===== src/rtl/seq_mul.sv =====
// Radix-2 shift-add multiplier: WIDTH iteration cycles plus a settle cycle, done pulses in DONE.
// Define SEQ_MUL_SIGNED_EN for two's-complement operands (last iteration subtracts).
module seq_mul #(
  parameter int WIDTH = 16
) (
  input  logic               clk,
  input  logic               rst,
  input  logic               start,
  input  logic [WIDTH-1:0]   a,
  input  logic [WIDTH-1:0]   b,
  output logic               busy,
  output logic               done,
  output logic [2*WIDTH-1:0] result
);

  localparam int CW = $clog2(WIDTH + 1);

  typedef enum logic [1:0] {IDLE, RUN, DONE} state_t;

  state_t             state_q, state_d;
  logic [WIDTH-1:0]   a_q, a_d;
  logic [WIDTH-1:0]   b_q, b_d;
  logic [2*WIDTH-1:0] acc_q, acc_d;
  logic [CW-1:0]      cnt_q, cnt_d;
  logic [WIDTH:0]     hi_ext, addend, sum;

  always_ff @(posedge clk or posedge rst) begin
    if (rst) begin
      state_q <= IDLE;
      a_q     <= '0;
      b_q     <= '0;
      acc_q   <= '0;
      cnt_q   <= '0;
    end else begin
      state_q <= state_d;
      a_q     <= a_d;
      b_q     <= b_d;
      acc_q   <= acc_d;
      cnt_q   <= cnt_d;
    end
  end

  // One extra bit on the upper half keeps the carry (or sign) of each partial sum.
  always_comb begin
`ifdef SEQ_MUL_SIGNED_EN
    hi_ext = {acc_q[2*WIDTH-1], acc_q[2*WIDTH-1:WIDTH]};
    addend = b_q[0] ? {a_q[WIDTH-1], a_q} : '0;
    sum    = (cnt_q == CW'(1)) ? (hi_ext - addend) : (hi_ext + addend);
`else
    hi_ext = {1'b0, acc_q[2*WIDTH-1:WIDTH]};
    addend = b_q[0] ? {1'b0, a_q} : '0;
    sum    = hi_ext + addend;
`endif
  end

  always_comb begin
    state_d = state_q;
    a_d     = a_q;
    b_d     = b_q;
    acc_d   = acc_q;
    cnt_d   = cnt_q;
    unique case (state_q)
      IDLE: begin
        if (start) begin
          a_d     = a;
          b_d     = b;
          acc_d   = '0;
          cnt_d   = CW'(WIDTH);
          state_d = RUN;
        end
      end
      RUN: begin
        if (cnt_q == '0) begin
          state_d = DONE;
        end else begin
          acc_d = {sum, acc_q[WIDTH-1:1]};
          b_d   = b_q >> 1;
          cnt_d = cnt_q - CW'(1);
        end
      end
      DONE:    state_d = IDLE;
      default: state_d = IDLE;
    endcase
  end

  assign busy   = (state_q != IDLE);
  assign done   = (state_q == DONE);
  assign result = acc_q;

endmodule


===== config.mk =====
export PLATFORM = sky130hd
export DESIGN_NAME = seq_mul
export DESIGN_NICKNAME = d
export VERILOG_FILES = /design/src/rtl/seq_mul.sv
export SDC_FILE = /design/constraint.sdc
export NUM_CORES = 1
export LEC_CHECK = 0
export BUFFER_PORTS_ARGS = -buffer_cell sky130_fd_sc_hd__buf_2
export CORE_MARGIN = 5
export CORE_UTILIZATION = 56
export DETAILED_ROUTE_END_ITERATION = 6
export PLACE_DENSITY = 0.81
export SETUP_SLACK_MARGIN = 0.1
export SKIP_LAST_GASP = 1
export SLEW_MARGIN = 20
export SYNTH_ARGS = -nofsm -noshare
export SYNTH_HDL_FRONTEND = slang
export SYNTH_SLANG_ARGS = --single-unit
export TNS_END_PERCENT = 5

===== constraint.sdc =====
create_clock -name clk -period 3.14 [get_ports clk]
set_input_delay 0.471 -clock clk [delete_from_list [all_inputs] [get_ports clk]]
set_output_delay 0.471 -clock clk [all_outputs]
set_load 0.05 [all_outputs]

* Word level (Yosys, flattened, before mapping)
Index checks and enable logic that the tools add are counted.
Cells by class: add/sub/neg operators 2, eq/ne operators 5, mux-type cells 13, reduce and logical (&&, ||, !) cells 7
Operators by type and width (number):
- $mux 32 | 2
- $pmux 32 s2 | 1
- $mux 16 | 3
- $pmux 16 s2 | 1
- $add 16x16->17 | 1
- $mux 5 | 2
- $pmux 5 s2 | 1
- $ne 2x2->1 const B | 3
- $logic_not 5->1 | 1
- $sub 5x1->5 const B | 1
- $mux 2 | 2
- $pmux 2 s2 | 1
- $reduce_and 2->1 | 2
- $reduce_bool 2->1 | 2
- $reduce_and 3->1 | 1
- $eq 2x1->1 const B | 1
- $eq 2x2->1 const B | 1
- $logic_not 2->1 | 1
Word-level totals: register bits after elaboration 71, input bits 35, output and inout bits 34, logic and storage cells 32

* Logic depth before layout (Yosys ltp)
Gate-level depths: netlist of the first run.
depth after elaboration 4, gate-level depth with buffers 11, depth with buffers taken out 10

* Worst setup path before layout of the first run
Ideal clock, no wire load.
path type register -> register, from register b_q[0], to register acc_q[25], in the netlist result[25], library setup time 0.131 ns, arrival 2.224 ns, required time 3.009 ns, setup slack 0.785 ns, stages on the path, launching flop included 12, path buffers 1, clock period less this slack 2.355 ns, cell sequence dfrtp_1 -> clkbuf_1 -> and2_1 -> ha_1 -> inv_1 -> fa_1 -> nor2b_1 -> o31a_1 -> o21ai_2 -> nand2_1 -> a31oi_1 -> or3_1
On the way: cells in the longest elaborated chain, start to end 4
RTL lines:
- start: declaration | RTL line 22 | logic [WIDTH-1:0] b_q, b_d;
- start signal: assignment | RTL line 31 | b_q <= '0;
- start signal: assignment | RTL line 37 | b_q <= b_d;
- $mux 16 | RTL line 51 | addend = b_q[0] ? {1'b0, a_q} : '0;
- $add 16x16->17 | RTL line 52 | sum = hi_ext + addend;
- $mux 32 | RTL line 73 | if (cnt_q == '0) begin
- $pmux 32 s2 | RTL line 62 | unique case (state_q)
- end signal: assignment | RTL line 32 | acc_q <= '0;
- end signal: assignment | RTL line 38 | acc_q <= acc_d;
- end: declaration | RTL line 23 | logic [2*WIDTH-1:0] acc_q, acc_d;
No other way between the ends. The select of a mux whose other input is x is not followed. A chain may end at the register's enable or synchronous reset.

* Final worst setup path of the first run
Same ends and word-level chain as after synthesis.

==> results of run 1 <==
[power groups by stage]
stage | registers, uW | logic (uW) | clock network [uW]
6_report | 1610 | 3080 | 777
3_5_place_dp | 1630 | 3060 | 0
5_1_grt | 1670 | 3430 | 836
4_1_cts | 1620 | 3090 | 794
2_1_floorplan | 2060 | 2040 | 0
3_3_place_gp | 1620 | 2990 | 0
[cell type report]
cell class	count	area, um2
fill	571	2300
multi-input combinational	325	1930
sequential	71	1780
timing repair buffer	75	405
clock buffer	11	151
tap	80	100
clock inverter	5	63.8
inverter	7	26.3
[cells in the mapped netlist (2+ instances only)]
cell,instances,area [um2]
and2_1,18,113
a21oi_2,3,26.3
clkbuf_1,12,45.0
o311ai_1,2,17.5
o21a_1,4,30.0
nor2_1,28,105
nand3_1,37,185
inv_1,7,26.3
o21ai_1,5,25.0
a31oi_1,3,18.8
nand4_1,2,12.5
nand2_1,93,349
nor2b_1,10,62.6
buf_6,4,45.0
ha_1,18,225
mux2i_1,18,180
o31ai_1,3,22.5
buf_2,6,30.0
o21ai_0,16,80.1
a21oi_1,23,115
nand2b_1,2,12.5
xor2_1,6,52.6
a211oi_1,2,15.0
dfrtp_1,71,1780
xnor2_1,4,35.0
and3_1,2,12.5
a21o_1,5,37.5
[logic make-up after synthesis]
kind of cell,synth area share
mux,0.0466
compound gates,0.127
fa+ha+maj,0.0635
xor+xnor,0.0227
buf+inv,0.0408
flops,0.460
simple gates,0.240
[registers in the layout (all words and copies together) (netlist names)]
signal / flops
b_q: 16
cnt_q: 5
result: 32
a_q: 16
state_q: 2
[worst max-delay path: stages, from the launching register on]
cell     delay (ns)
dfrtp_1        0.62
and2_1         0.20
ha_1           0.16
inv_1          0.06
fa_1           0.40
nor2b_1        0.16
o31a_1         0.24
o21ai_2        0.09
nand2_1        0.11
a31oi_1        0.10
or3_1          0.37
[path summary, 6_finish.rpt]
kind	endpoint	cells after the start	slack (ns)
min in group clk	a_q[12]	3	0.31
worst max-delay path	result[25]	10	0.49
worst min-delay path	result[10]	3	0.19
max in group asynchronous	result[29]	3	2.65
worst max register to register	result[25]	10	0.49
worst min register to register	a_q[14]	2	0.47
[metrics by stage]
stage / cells / worst slack, ns / hold slack, ns / total power [uW]
final: 574 / 0.493 / 0.194 / 5470
after CTS: 574 / 0.480 / 0.204 / 5500
after floorplan: 427 / 0.785 / 0.437 / 4100
after detailed placement: 558 / 0.511 / 0.460 / 4700
after global placement: 558 / 0.643 / 0.461 / 4610
after global routing: 574 / 0.299 / 0.220 / 5940
[metal layers]
layer | share of wire | track usage | wire, um
met1 | 0.46 | 0.273 | 3840
met2 | 0.48 | 0.343 | 3990
met3 | 0.048 | 0.0378 | 399
met4 | 0.020 | 0.0952 | 170
met5 | 0 | 0 | 0
==> flow_summary.json, run 1 <==
{
  "path_max_fanout": 17,
  "fmax_mhz": 378,
  "grt_overflow": 0,
  "crit_required_ns": 3.36,
  "drc": 0,
  "p_int_uw": 2830,
  "seq_area_frac_synth": 0.460,
  "synth_edf_count": 0,
  "avgSynthCellArea_um2": 9.05,
  "slew_headroom": 0.503,
  "skew_ns": 0.0124,
  "cts-root-buf": "clkbuf_8",
  "area_growth_pct": 15.3,
  "tightest_slew_ns": 0.745,
  "arrival_ns": 2.87,
  "fin_area_mm2": 0.00446,
  "wirelength_um": 8400,
  "h-tree-depth": 3,
  "rsz0062_at_grt": "false",
  "fin_crit_ns": 2.65,
  "num-nets-final": 543,
  "synthArstFlopShare": 1.00,
  "final_common_cell": "nand2_1",
  "antennaDiodeCount": 0,
  "cts.sinks": 71,
  "mostFrequentLayoutCells": "nand2_1, dfrtp_1, buf_2",
  "drtPass1Iterations": 4,
  "post_cts_buffers": 0,
  "hold_buffers": 0,
  "synth_nets": 481,
  "swShare": 0.483,
  "ys_ff_latch": 71,
  "outcome": "finished clean",
  "viasPerCell": 5.53,
  "crit_type": "register to register",
  "place.gp.congestion": 0.892,
  "cts_tree": "done",
  "portBuffers": 68,
  "synthFlopType": "dfrtp_1",
  "finalCritPeriodShare": 0.843,
  "worstSetupStartpoint": "b_q[0]",
  "powerDensity_mw_per_mm2": 1230,
  "finalMaxSlewViolations": 0,
  "dr.first_iter.drc_count": 161,
  "clockBufferDepth": 2,
  "grt_antenna_before_repair": 0,
  "io_pins": 69,
  "vdd_ir_drop_max_mv": 0.657,
  "fin_tns_setup_ns": 0,
  "dieWidth_um": 93.1,
  "max_cap_violations": 0,
  "setup_viol": 0,
  "hold_viol_final": 0,
  "syn_inst": 427,
  "wl_per_cell_um": 14.6,
  "clk_pin_slew_ns": 0.08,
  "place_area_mm2": 0.00424,
  "drtAntennaViolNets": 0,
  "grt_pass1_wl_um": 14600,
  "grt_max_degree": 72,
  "cts_made_buffers": 9,
  "floorplan.initialDensity": 0.572,
  "die_y_um": 93.1,
  "fp.dieArea_mm2": 0.00866,
  "dp_hpwl_um": 5910,
  "yosys.cell_types.count": 50,
  "end_kind": "register",
  "p_sw_uw": 2640,
  "r2r_start": "b_q[0]",
  "pwr-share-comb": 0.563,
  "leakagePower_uw": 0.00230,
  "utilization": 0.659,
  "core-area_mm2": 0.00676,
  "cts-resized-gates": 0,
  "clk-insertion-delay-late_ns": 0.35,
  "gr-usage-all-layers": 0.210,
  "rows": 30,
  "p_seq_frac": 0.295,
  "vias": 3176,
  "drive_gt1_frac": 0.206,
  "syn-cell-area_mm2": 0.00386,
  "first_global_vias": 3161,
  "yosysWarnings": 0,
  "start_kind": "register",
  "pwr-share-clk": 0.142,
  "hold_path.class": "input port to asynchronous set/reset pin"
}
No activity file was read; power rests on OpenSTA's default activity.
==> run 2: changes to the inputs <==
Settings changed: CORE_UTILIZATION 56 to 51, PLACE_DENSITY 0.81 to 0.78.
Clock period 3.14 ns to 2.35 ns, I/O delays scaled along.
==> flow_summary.json, run 2 (synthesis gave the netlist of run 1 again) <==
{
  "outcome": "finished clean",
  "final_common_cell": "nand2_1",
  "tightest_slew_ns": 0.613,
  "h-tree-depth": 3,
  "cts_tree": "done",
  "cts.sinks": 71,
  "nFillCells": 618,
  "grt_overflow": 0,
  "end_kind": "register",
  "clk_pin_slew_ns": 0.08,
  "skew_ns": 0.0106,
  "drc": 0,
  "path_buf_inv": 1,
  "powerDensity_mw_per_mm2": 1640,
  "slew_headroom": 0.591,
  "path_max_fanout": 9,
  "vdd_ir_drop_max_mv": 0.829,
  "dieWidth_um": 97.0,
  "first_global_vias": 3174,
  "crit_type": "register to register",
  "fin_area_mm2": 0.00467,
  "setup_viol": 0,
  "mostFrequentLayoutCells": "nand2_1, dfrtp_1, buf_2",
  "place.gp.congestion": 0.948,
  "dr.first_iter.drc_count": 113,
  "leakagePower_uw": 0.00234,
  "grt_antenna_before_repair": 0,
  "place_area_mm2": 0.00434,
  "drtPass1Iterations": 4,
  "viasPerCell": 5.28,
  "drive_gt1_frac": 0.266,
  "r2r_start": "b_q[0]",
  "cp_slowest_cell": "dfrtp_2",
  "rows": 31,
  "placed_cells": 587,
  "grt_pass1_wl_um": 14700,
  "clk-insertion-delay-late_ns": 0.35,
  "fp.dieArea_mm2": 0.00942,
  "reg2reg_depth": 8,
  "fin_cells": 606,
  "area_growth_pct": 20.8,
  "arrival_ns": 2.42,
  "hold_path.class": "input port to asynchronous set/reset pin",
  "finalCritPeriodShare": 0.936,
  "start_kind": "register",
  "clockBufferDepth": 2,
  "max_cap_violations": 0,
  "crit_chain": "buf_6 > and2_1 > ha_1 > and3_4 > a21boi_2 > o2111ai_1 > mux2i_1 > o311ai_1",
  "crit_family": "compound AO/OA/AOI/OAI gates",
  "finalMaxSlewViolations": 0,
  "drtAntennaViolNets": 0,
  "grt_max_degree": 72,
  "rrSetupSlack_ns": 0.15,
  "hold_buffers": 0,
  "gr-usage-all-layers": 0.187,
  "cts_made_buffers": 9,
  "floorplan.initialDensity": 0.527,
  "wl_per_cell_um": 14.3,
  "die_y_um": 97.0,
  "rsz0062_at_grt": "true",
  "vias": 3202,
  "fmax_mhz": 455,
  "io_pins": 69,
  "dp_hpwl_um": 6060,
  "crit_required_ns": 2.57,
  "regToRegEndpoint": "result[26]",
  "hold_viol_final": 0,
  "portBuffers": 68,
  "antennaDiodeCount": 0,
  "wirelength_um": 8640,
  "fin_tns_setup_ns": 0,
  "fin_crit_ns": 2.20,
  "num-nets-final": 556,
  "cts-root-buf": "clkbuf_8",
  "largest_reg_flops": 32,
  "cpPeakStageDelay_ns": 0.45,
  "core-area_mm2": 0.00733
}
[run 2: cell count changes in the layout (fill, tap and decap cells not counted), moves of 3 or more]
| cell | before | now |
|---|---|---|
| ha_4 | 0 | 5 |
| ha_2 | 0 | 3 |
| ha_1 | 18 | 10 |
| buf_4 | 6 | 17 |
[run 2: worst max path at each step]
stage / endpoint / cells past startpoint / startpoint
global route: result[27] / 10 / b_q[0]
detailed placement: result[25] / 10 / b_q[0]
floorplan: result[25] / 11 / b_q[0]
finish: result[26] / 8 / b_q[0]
CTS: result[28] / 8 / b_q[0]
global placement: result[25] / 10 / b_q[0]
[run 2: worst register-to-register path, stage by stage (launching register included)]
cell and delay (ns):
dfrtp_2 0.45, buf_6 0.15, and2_1 0.13, ha_1 0.35, and3_4 0.22, a21boi_2 0.17
o2111ai_1 0.25, mux2i_1 0.22, o311ai_1 0.12
[run 2: per-layer routing]
metal	track usage	wire, um	vias up
met3	0.0460	343	8
li1	-	-	1619
met2	0.304	4090	59
met5	0	0	-
met4	0.0637	103	0
met1	0.243	4100	1516
[run 2: what timing repair did]
action / in CTS / in global routing
setup buffers: 1 / 2
endpoints found under the setup margin: 5 / 10
resized for setup: 3 / 21
pin swaps: 1 / 12
gates cloned: 0 / 0
[run 2: power breakdown]
part	switching, uW	internal, uW
Combinational	2780	1760
Clock	478	443
Sequential	400	1780
[run 2: layout make-up]
type	instances	area, um2	area share
Tap cell	99	124	0.0265
Sequential cell	71	1780	0.381
Multi-Input combinational cell	325	2040	0.437
Clock inverter	4	30.0	0.00643
Inverter	7	30.0	0.00643
Clock buffer	12	155	0.0332
Timing Repair Buffer	88	510	0.109
[run 2: metrics by stage]
step / hold WS (ns) / power [uW] / utilization / setup WS, ns
floorplan: 0.437 / 5480 / - / 0.0567
global placement: 0.462 / 6320 / 0.593 / 0.105
detailed placement: 0.467 / 6440 / 0.593 / 0.0175
CTS: 0.117 / 7430 / 0.621 / 0.0996
global route: 0.130 / 8260 / 0.637 / 0.0262
finish: 0.102 / 7640 / 0.637 / 0.151
